`config.mk`:
```
export PLATFORM = sky130hd
export DESIGN_NAME = wb_bus_cycle_ctrl
export DESIGN_NICKNAME = d
export VERILOG_FILES = /design/src/rtl/bus_ctrl_pkg.sv /design/src/rtl/bus_wait_timer.sv /design/src/rtl/wb_bus_cycle_ctrl.sv
export SDC_FILE = /design/constraint.sdc
export NUM_CORES = 1
export LEC_CHECK = 0
export ABC_AREA = 1
export CORE_ASPECT_RATIO = 2
export CORE_MARGIN = 10
export CORE_UTILIZATION = 43
export CTS_CLUSTER_DIAMETER = 100
export DETAILED_ROUTE_END_ITERATION = 12
export PLACE_DENSITY = 0.9
export SYNTH_ARGS = -nofsm -noshare
export SYNTH_HDL_FRONTEND = slang
export SYNTH_SLANG_ARGS = --single-unit
```
`constraint.sdc`:
```
create_clock -name wb_clk_i -period 3.3 [get_ports wb_clk_i]
set_input_delay 0.66 -clock wb_clk_i [delete_from_list [all_inputs] [get_ports wb_clk_i]]
set_output_delay 0.66 -clock wb_clk_i [all_outputs]
set_load 0.01 [all_outputs]
```
`src/rtl/bus_ctrl_pkg.sv`:
```
// rtl/bus_ctrl_pkg.sv - shared types and constants for the Wishbone bus cycle sequencer
package bus_ctrl_pkg;

  typedef enum logic [2:0] {
    ST_IDLE,
    ST_SETUP,
    ST_STROBE,
    ST_HOLD,
    ST_RESP
  } state_t;

  localparam logic        TGA_MEM  = 1'b0;
  localparam logic        TGA_IO   = 1'b1;
  localparam int          WAIT_W   = 4;
  localparam logic [15:0] ERR_DATA = 16'hFFFF;

endpackage

```
`src/rtl/bus_wait_timer.sv`:
```
// rtl/bus_wait_timer.sv - strobe wait-state down-counter with optional IORDY stretch timeout
// Optional feature macro: BUSCTRL_TIMEOUT_EN
module bus_wait_timer
  import bus_ctrl_pkg::*;
#(
  parameter int TIMEOUT = 255
) (
  input  logic              clk,
  input  logic              rst,
  input  logic              load,
  input  logic [WAIT_W-1:0] load_val,
  input  logic              active,
  input  logic              ready,
  output logic              done,
  output logic              timeout
);

  localparam logic [15:0] TMO = 16'(TIMEOUT);

  logic [WAIT_W-1:0] count;
  logic              zero;

  assign zero = (count == '0);
  assign done = active && zero && ready;

  always_ff @(posedge clk) begin
    if (rst)
      count <= '0;
    else if (load)
      count <= load_val;
    else if (active && !zero)
      count <= count - 1'b1;
  end

`ifdef BUSCTRL_TIMEOUT_EN
  logic [15:0] stretch;

  // Only cycles where the programmed waits are spent and IORDY holds us count.
  always_ff @(posedge clk) begin
    if (rst || load)
      stretch <= '0;
    else if (active && zero && !ready && stretch != TMO)
      stretch <= stretch + 16'd1;
  end

  assign timeout = active && zero && !ready && (stretch == TMO);
`else
  logic unused_tmo;
  assign unused_tmo = ^TMO;
  assign timeout    = 1'b0;
`endif

endmodule

```
`src/rtl/wb_bus_cycle_ctrl.sv`:
```
// rtl/wb_bus_cycle_ctrl.sv - Wishbone request to timed device cycle (CS decode, RDN/WRN, waits, IORDY)
// Optional feature macro: BUSCTRL_TIMEOUT_EN
module wb_bus_cycle_ctrl
  import bus_ctrl_pkg::*;
#(
  parameter int MEM_WAIT   = 1,
  parameter int IO_WAIT    = 3,
  parameter int IO_DEC_BIT = 8,
  parameter int TIMEOUT    = 255
) (
  input  logic        wb_clk_i,
  input  logic        wb_rst_i,
  input  logic        wb_cyc_i,
  input  logic        wb_stb_i,
  input  logic        wb_we_i,
  input  logic        wb_tga_i,
  input  logic [15:0] wb_adr_i,
  input  logic [15:0] wb_dat_i,
  output logic [15:0] wb_dat_o,
  output logic        wb_ack_o,
  output logic        wb_err_o,
  output logic [15:0] ADDR,
  output logic [15:0] DATW,
  output logic        RDN,
  output logic        WRN,
  output logic        MEMCS_N,
  output logic        IOCS0_N,
  output logic        IOCS1_N,
  input  logic [15:0] MEMDATI,
  input  logic [15:0] IODAT0I,
  input  logic [15:0] IODAT1I,
  input  logic        IORDY
);

  state_t            state;
  logic              we_q;
  logic              tga_q;
  logic              port_q;
  logic              aborted;
  logic              tmr_done;
  logic              tmr_timeout;
  logic              tmr_ready;
  logic [WAIT_W-1:0] wait_val;
  logic [15:0]       rd_data;

  assign tmr_ready = (tga_q == TGA_MEM) || IORDY;
  assign wait_val  = (tga_q == TGA_IO) ? WAIT_W'(IO_WAIT) : WAIT_W'(MEM_WAIT);
  assign rd_data   = (tga_q == TGA_MEM) ? MEMDATI : (port_q ? IODAT1I : IODAT0I);

  bus_wait_timer #(
    .TIMEOUT(TIMEOUT)
  ) u_timer (
    .clk     (wb_clk_i),
    .rst     (wb_rst_i),
    .load    (state == ST_SETUP),
    .load_val(wait_val),
    .active  (state == ST_STROBE),
    .ready   (tmr_ready),
    .done    (tmr_done),
    .timeout (tmr_timeout)
  );

  always_ff @(posedge wb_clk_i) begin
    if (wb_rst_i) begin
      state    <= ST_IDLE;
      we_q     <= 1'b0;
      tga_q    <= TGA_MEM;
      port_q   <= 1'b0;
      aborted  <= 1'b0;
      wb_dat_o <= '0;
      wb_ack_o <= 1'b0;
      wb_err_o <= 1'b0;
      ADDR     <= '0;
      DATW     <= '0;
      RDN      <= 1'b1;
      WRN      <= 1'b1;
      MEMCS_N  <= 1'b1;
      IOCS0_N  <= 1'b1;
      IOCS1_N  <= 1'b1;
    end else begin
      wb_ack_o <= 1'b0;
      wb_err_o <= 1'b0;
      case (state)
        ST_IDLE: begin
          if (wb_cyc_i && wb_stb_i) begin
            ADDR   <= wb_adr_i;
            DATW   <= wb_dat_i;
            we_q   <= wb_we_i;
            tga_q  <= wb_tga_i;
            port_q <= wb_adr_i[IO_DEC_BIT];
            // Chip select goes out with the request so it is valid for the whole SETUP cycle.
            if (wb_tga_i == TGA_MEM)
              MEMCS_N <= 1'b0;
            else if (wb_adr_i[IO_DEC_BIT])
              IOCS1_N <= 1'b0;
            else
              IOCS0_N <= 1'b0;
            state <= ST_SETUP;
          end
        end
        ST_SETUP: begin
          RDN   <= we_q;
          WRN   <= !we_q;
          state <= ST_STROBE;
        end
        ST_STROBE: begin
          if (tmr_timeout) begin
            RDN      <= 1'b1;
            WRN      <= 1'b1;
            aborted  <= 1'b1;
            wb_dat_o <= ERR_DATA;
            state    <= ST_HOLD;
          end else if (tmr_done) begin
            RDN <= 1'b1;
            WRN <= 1'b1;
            if (!we_q)
              wb_dat_o <= rd_data;
            state <= ST_HOLD;
          end
        end
        ST_HOLD: begin
          MEMCS_N  <= 1'b1;
          IOCS0_N  <= 1'b1;
          IOCS1_N  <= 1'b1;
          // A master that gave up mid-transfer gets no response at all.
          wb_ack_o <= wb_cyc_i && !aborted;
          wb_err_o <= wb_cyc_i && aborted;
          state    <= ST_RESP;
        end
        ST_RESP: begin
          aborted <= 1'b0;
          state   <= ST_IDLE;
        end
        default: state <= ST_IDLE;
      endcase
    end
  end

endmodule

```
==> results of run 1 <==
-- cell type report --
cell class | instances | area [sq um] | share of cell area (%)
timing repair buffer | 143 | 1424 | 31.08
multi-input combinational | 304 | 1356 | 29.61
sequential | 63 | 1261 | 27.53
clock buffer | 9 | 225.2 | 4.917
inverter | 31 | 116.4 | 2.540
tap | 88 | 110.1 | 2.404
clock inverter | 7 | 87.58 | 1.912
-- sequential cells by signal (all words and copies together) (netlist names) --
| name | count |
|---|---|
| ADDR | 16 |
| DATW | 16 |
| wb_dat_o | 16 |
| u_timer.count | 4 |
| state | 3 |
| IOCS0_N | 1 |
| IOCS1_N | 1 |
| MEMCS_N | 1 |
| RDN | 1 |
| WRN | 1 |
| tga_q | 1 |
| wb_ack_o | 1 |
| we_q | 1 |
-- synthesized netlist by cell type, types with 2 or more instances --
cell        n
a21oi_1    35
buf_2       6
buf_4       2
buf_6       5
clkbuf_1   10
dfxtp_1    63
inv_1      29
nand2_1   114
nand3_1    40
nand4_1     2
nor2_1     63
nor2_4      3
o21ai_0    35
o21ai_1     4
-- how the worst max path moves through the flow --
stage	slack [ns]	endpoint	startpoint	cells after the start
floorplan	1.88	RDN	wb_rst_i	4
global placement	1.13	MEMCS_N	wb_cyc_i	8
detailed placement	1.06	MEMCS_N	wb_cyc_i	8
CTS	0.97	ADDR[8]	ADDR[8]	1
global route	0.89	ADDR[8]	ADDR[8]	1
finish	0.98	ADDR[8]	ADDR[8]	1
-- cells by family after synthesis --
family	share of synthesized area, %
buffers and inverters	9.003
adder cells (fa/ha/maj)	0.4349
AND/OR/NAND/NOR	33.49
flip-flops	43.85
other	0.1304
AO/OA/AOI/OAI	13.09
-- through the flow --
stage | worst slack [ns] | cells
floorplan | 1.883 | 422
global placement | 1.127 | 629
detailed placement | 1.060 | 629
CTS | 0.9660 | 645
global route | 0.8893 | 645
finish | 0.9826 | 645
-- routing by layer --
layer	vias up	wire [um]	global-route usage, %
met2	111	5276	34.85
met4	0	235	7.449
met1	1452	3571	18.44
li1	1608	-	-
met3	15	705	5.386
met5	-	0	0
-- where the power goes --
group	switching, mW	internal [mW]	total, mW
logic	0.396	0.347	0.743
clock network	0.327	0.654	0.981
registers	0.0660	0.854	0.920
-- worst min-delay path, cell delays in order, from the launching register on --
cell	delay [ns]
dfxtp_1	0.32
nand2_1	0.06
nand2_1	0.04
==> impl_metrics.py, run 1 <==
metrics = {
    "detailed_routing": {
        "avgViaCountPerCell": 4.940,
        "dr.pass1.iters": 6,
        "drtAntennaViolNets": 0,
        "drc_errors": 0,
        "drt_iter0_drc": 203,
        "wl_um": 9789,
        "vias": 3186,
        "drt-wirelength-per-cell_um": 15.18,
    },
    "sta": {
        "hold_viol": 0,
        "fmax_mhz": 431.5,
        "setup_viol": 0,
        "max_slew_margin_pct": 51.29,
        "fin_skew_ns": 0.005326,
        "slew_viol_final": 0,
        "fin_crit_ns": 2.317,
        "grt_setup_unrepaired": "no",
        "fin_tns_setup_ns": 0,
        "whs_ns": 0.4571,
        "period_share_pct": 70.22,
        "worst_pin_slew_ns": 0.7299,
    },
    "final_layout": {
        "n_antenna_cell": 0,
        "syn2layout_area_growth_pct": 59.24,
        "layout_commonest_cell": "clkdlybuf4s50_1",
        "finalInstanceArea_sq_um": 4581,
        "nNetsFinal": 640,
        "final_cell_mix": "clkdlybuf4s50_1, nand2_1, dfxtp_1, nor2_1, nand3_1",
        "final_util_pct": 69.73,
        "drive_above_1_share_pct": 5.027,
        "num-fill-cells": 549,
    },
    "die": {
        "die_w_um": 77.84,
        "die_h_um": 135.7,
        "dieArea_sq_um": 10560,
        "ios": 142,
        "start_util_pct": 43.79,
        "std_cell_rows": 42,
        "coreArea_sq_um": 6569,
    },
    "setup_path": {
        "cp_max_fo": 18,
        "r2r_cells": 9,
        "reg2reg_from": "state[2]",
        "critPathMaxStageDelay_ns": 0.68,
        "endpoint_kind": "output port",
        "r2r_end": "MEMCS_N",
        "crit_slowest_cell": "dfxtp_1",
        "crit_type": "flop to output port",
        "critPathLaunchType": "flop",
        "arrival_ns": 1.66,
        "cp_top_family": "flip-flops",
        "path_cells": "clkdlybuf4s50_1",
        "required_ns": 2.64,
        "path_buf_inv": 1,
        "regToRegSetupSlack_ns": 1.30,
    },
    "logic_synthesis": {
        "seq_area_frac_synth_pct": 43.85,
        "yosys.area.top_type": "dfxtp_1",
        "syn_avg_cell_area_sq_um": 6.816,
        "synth-edff-count": 0,
        "netlist_instances": 422,
        "yosys_most_used_dff": "dfxtp_1",
        "synth-warning-count": 0,
        "syn-num-nets": 510,
        "async_flop_share_pct": 0,
        "syn_area_sq_um": 2877,
        "synth-seq-cells": 63,
        "synth_top_area_share_pct": 43.85,
        "netlist_top_cells_area": "dfxtp_1, nand2_1, nor2_1",
        "yosysUniqueCellTypes": 25,
    },
    "pwr": {
        "ir_worst_vdd_mv": 0.5819,
        "power_mw": 2.645,
        "p_leak_nw": 1.913,
        "p_per_area_nw_per_um2": 577.4,
    },
    "grt": {
        "grt-ovfl-total": 0,
        "track_usage_pct": 18.61,
        "grt_pass1_vias": 3333,
        "grt_max_degree": 39,
        "grt_pass1_wl_um": 16100,
        "antenna_found_initial": 0,
    },
    "cts": {
        "clk_path_buf_depth": 2,
        "post_cts_buffers": 0,
        "clk_pin_slew_ns": 0.05,
        "postCtsHoldBufs": 0,
        "clock_sinks": 63,
        "postCtsResizedCells": 0,
        "cts-buffers-inserted": 9,
        "htree_levels": 3,
        "clk_latency_ns": 0.32,
        "cts_root_buffer": "clkbuf_16",
        "cts_tree": "built",
    },
    "run": {
        "max-cap-violations": 0,
    },
    "worst_hold_path": {
        "min_to": "IOCS0_N",
        "holdCritStartpoint": "IOCS0_N",
        "hp-class": "flop to flop",
        "whs_path_depth": 2,
    },
    "outcome": {
        "outcome": "finished, final reports clean",
    },
    "placement": {
        "io_buffers": 140,
        "dp_hpwl_um": 7584,
        "place.gp.congestion": 0.8155,
        "dpl-instance-area_sq_um": 4268,
    },
}
(Power assumes the default switching activity.)
==> inputs of run 2 (changes only) <==
Settings changed: CORE_UTILIZATION 43 to 36, PLACE_DENSITY 0.9 to 0.81.
Clock period 3.3 ns to 2 ns, I/O delays scaled along.
==> impl_metrics.py, run 2 (synthesized netlist as in run 1, its figures left out) <==
metrics = {
    "detailed_routing": {
        "drtAntennaViolNets": 0,
        "avgViaCountPerCell": 4.818,
        "drt_iter0_drc": 190,
        "drc_errors": 0,
        "vias": 3170,
        "drt-wirelength-per-cell_um": 15.01,
        "wl_um": 9876,
        "dr.pass1.iters": 7,
    },
    "pwr": {
        "sw_frac_of_total_pct": 29.89,
        "ir_worst_vdd_mv": 0.6113,
        "p_per_area_nw_per_um2": 932.3,
        "seqPwrFrac_pct": 34.8,
        "p_leak_nw": 1.931,
        "power_mw": 4.309,
        "p_sw_mw": 1.288,
        "combPwrFrac_pct": 29.4,
        "power_frac_clock_pct": 35.8,
        "p_int_mw": 3.021,
    },
    "sta": {
        "setup_viol": 0,
        "period_share_pct": 81.39,
        "fin_skew_ns": 0.008670,
        "whs_ns": 0.4601,
        "grt_setup_unrepaired": "no",
        "worst_pin_slew_ns": 0.5149,
        "slew_viol_final": 0,
        "fin_tns_setup_ns": 0,
        "hold_viol": 0,
        "fmax_mhz": 614.3,
        "max_slew_margin_pct": 65.46,
        "fin_crit_ns": 1.628,
    },
    "final_layout": {
        "instances_no_fill": 658,
        "syn2layout_area_growth_pct": 60.68,
        "final_cell_mix": "clkdlybuf4s50_1, nand2_1, dfxtp_1, nor2_1, nand3_1",
        "drive_above_1_share_pct": 5.694,
        "layout_commonest_cell": "clkdlybuf4s50_1",
        "reg_top3": "ADDR: 16 flops, DATW: 16 flops, wb_dat_o: 16 flops",
        "num-fill-cells": 727,
        "multiInputGateArea_sq_um": 1356,
        "register_area_sq_um": 1261,
        "nNetsFinal": 646,
        "n_antenna_cell": 0,
    },
    "die": {
        "ios": 142,
        "start_util_pct": 36.48,
        "coreArea_sq_um": 7885,
        "die_w_um": 83.21,
        "dieArea_sq_um": 12180,
        "die_h_um": 146.4,
        "std_cell_rows": 46,
    },
    "setup_path": {
        "cp_max_fo": 3,
        "arrival_ns": 1.23,
        "path_cells": "clkdlybuf4s50_1",
        "crit_type": "flop to output port",
        "cp_top_family": "buffers and inverters",
        "critPathMaxStageDelay_ns": 0.56,
        "endpoint_kind": "output port",
        "r2r_cells": 7,
        "worstSetupPathDepth": 1,
        "required_ns": 1.60,
        "path_buf_inv": 1,
        "crit_slowest_cell": "clkdlybuf4s50_1",
        "critPathLaunchType": "flop",
    },
    "cts": {
        "postCtsResizedCells": 0,
        "postCtsHoldBufs": 0,
        "cts-buffers-inserted": 9,
        "cts_root_buffer": "clkbuf_16",
        "post_cts_buffers": 0,
        "htree_levels": 3,
        "clock_sinks": 63,
        "clk_pin_slew_ns": 0.05,
        "clk_latency_ns": 0.32,
        "clk_path_buf_depth": 2,
        "cts_tree": "built",
    },
    "worst_hold_path": {
        "hp-class": "flop to flop",
        "whs_path_depth": 2,
    },
    "run": {
        "max-cap-violations": 0,
    },
    "grt": {
        "grt-ovfl-total": 0,
        "grt_max_degree": 35,
        "track_usage_pct": 15.97,
        "grt_pass1_wl_um": 16130,
        "grt_pass1_vias": 3258,
        "antenna_found_initial": 0,
    },
    "placement": {
        "place.gp.congestion": 0.7731,
        "dp.cells": 643,
        "io_buffers": 140,
        "dp_hpwl_um": 7709,
    },
    "outcome": {
        "outcome": "finished, final reports clean",
    },
}
==> run 2: cell types whose count changed in the layout (fill, tap and decap cells not counted), sizes merged <==
cell and change:
clkbuf +3, clkinv -3, bufinv -1, buf +6
==> run 2: layout make-up <==
type	instances	area share, %
well taps	96	2.599
inverters	31	2.518
clock inverters	3	0.9204
clock buffers	12	5.550
repair buffers	149	31.78
multi-input cells	304	29.34
flip-flops and latches	63	27.29
==> run 2: metrics by stage <==
step | utilization [%] | setup slack [ns] | area (sq um)
floorplan | - | 0.6401 | 2877
global placement | 54.82 | 0.2510 | 4323
detailed placement | 54.82 | 0.2171 | 4323
CTS | 58.62 | 0.3557 | 4622
global route | 58.62 | 0.2023 | 4622
finish | 58.62 | 0.3722 | 4622
==> run 2: power by group through the flow <==
| stage | Clock [mW] | Sequential [mW] | Combinational [mW] |
|---|---|---|---|
| 6_report | 1.54 | 1.50 | 1.27 |
| 2_1_floorplan | 0 | 1.57 | 0.650 |
| 4_1_cts | 1.57 | 1.50 | 1.28 |
| 3_5_place_dp | 0 | 1.52 | 1.27 |
| 5_1_grt | 1.63 | 1.52 | 1.41 |
| 3_3_place_gp | 0 | 1.52 | 1.23 |
==> run 2: path summary, 6_finish.rpt <==
| check | from | endpoint | slack (ns) |
|---|---|---|---|
| max | ADDR[8] | ADDR[8] | 0.37 |
| min | ADDR[4] | ADDR[4] | 0.46 |
| max reg2reg | u_timer.count[0] | wb_dat_o[0] | 0.38 |
| min reg2reg | ADDR[4] | ADDR[4] | 0.46 |
==> run 2: metal layers <==
layer  vias to the layer above  share of wire [%]  track usage [%]
met3                        16                7.4            5.237
li1                       1612                  -                -
met4                         0                2.5            7.192
met2                       140                 54            29.35
met1                      1402                 36            15.57
met5                         -                  0                0
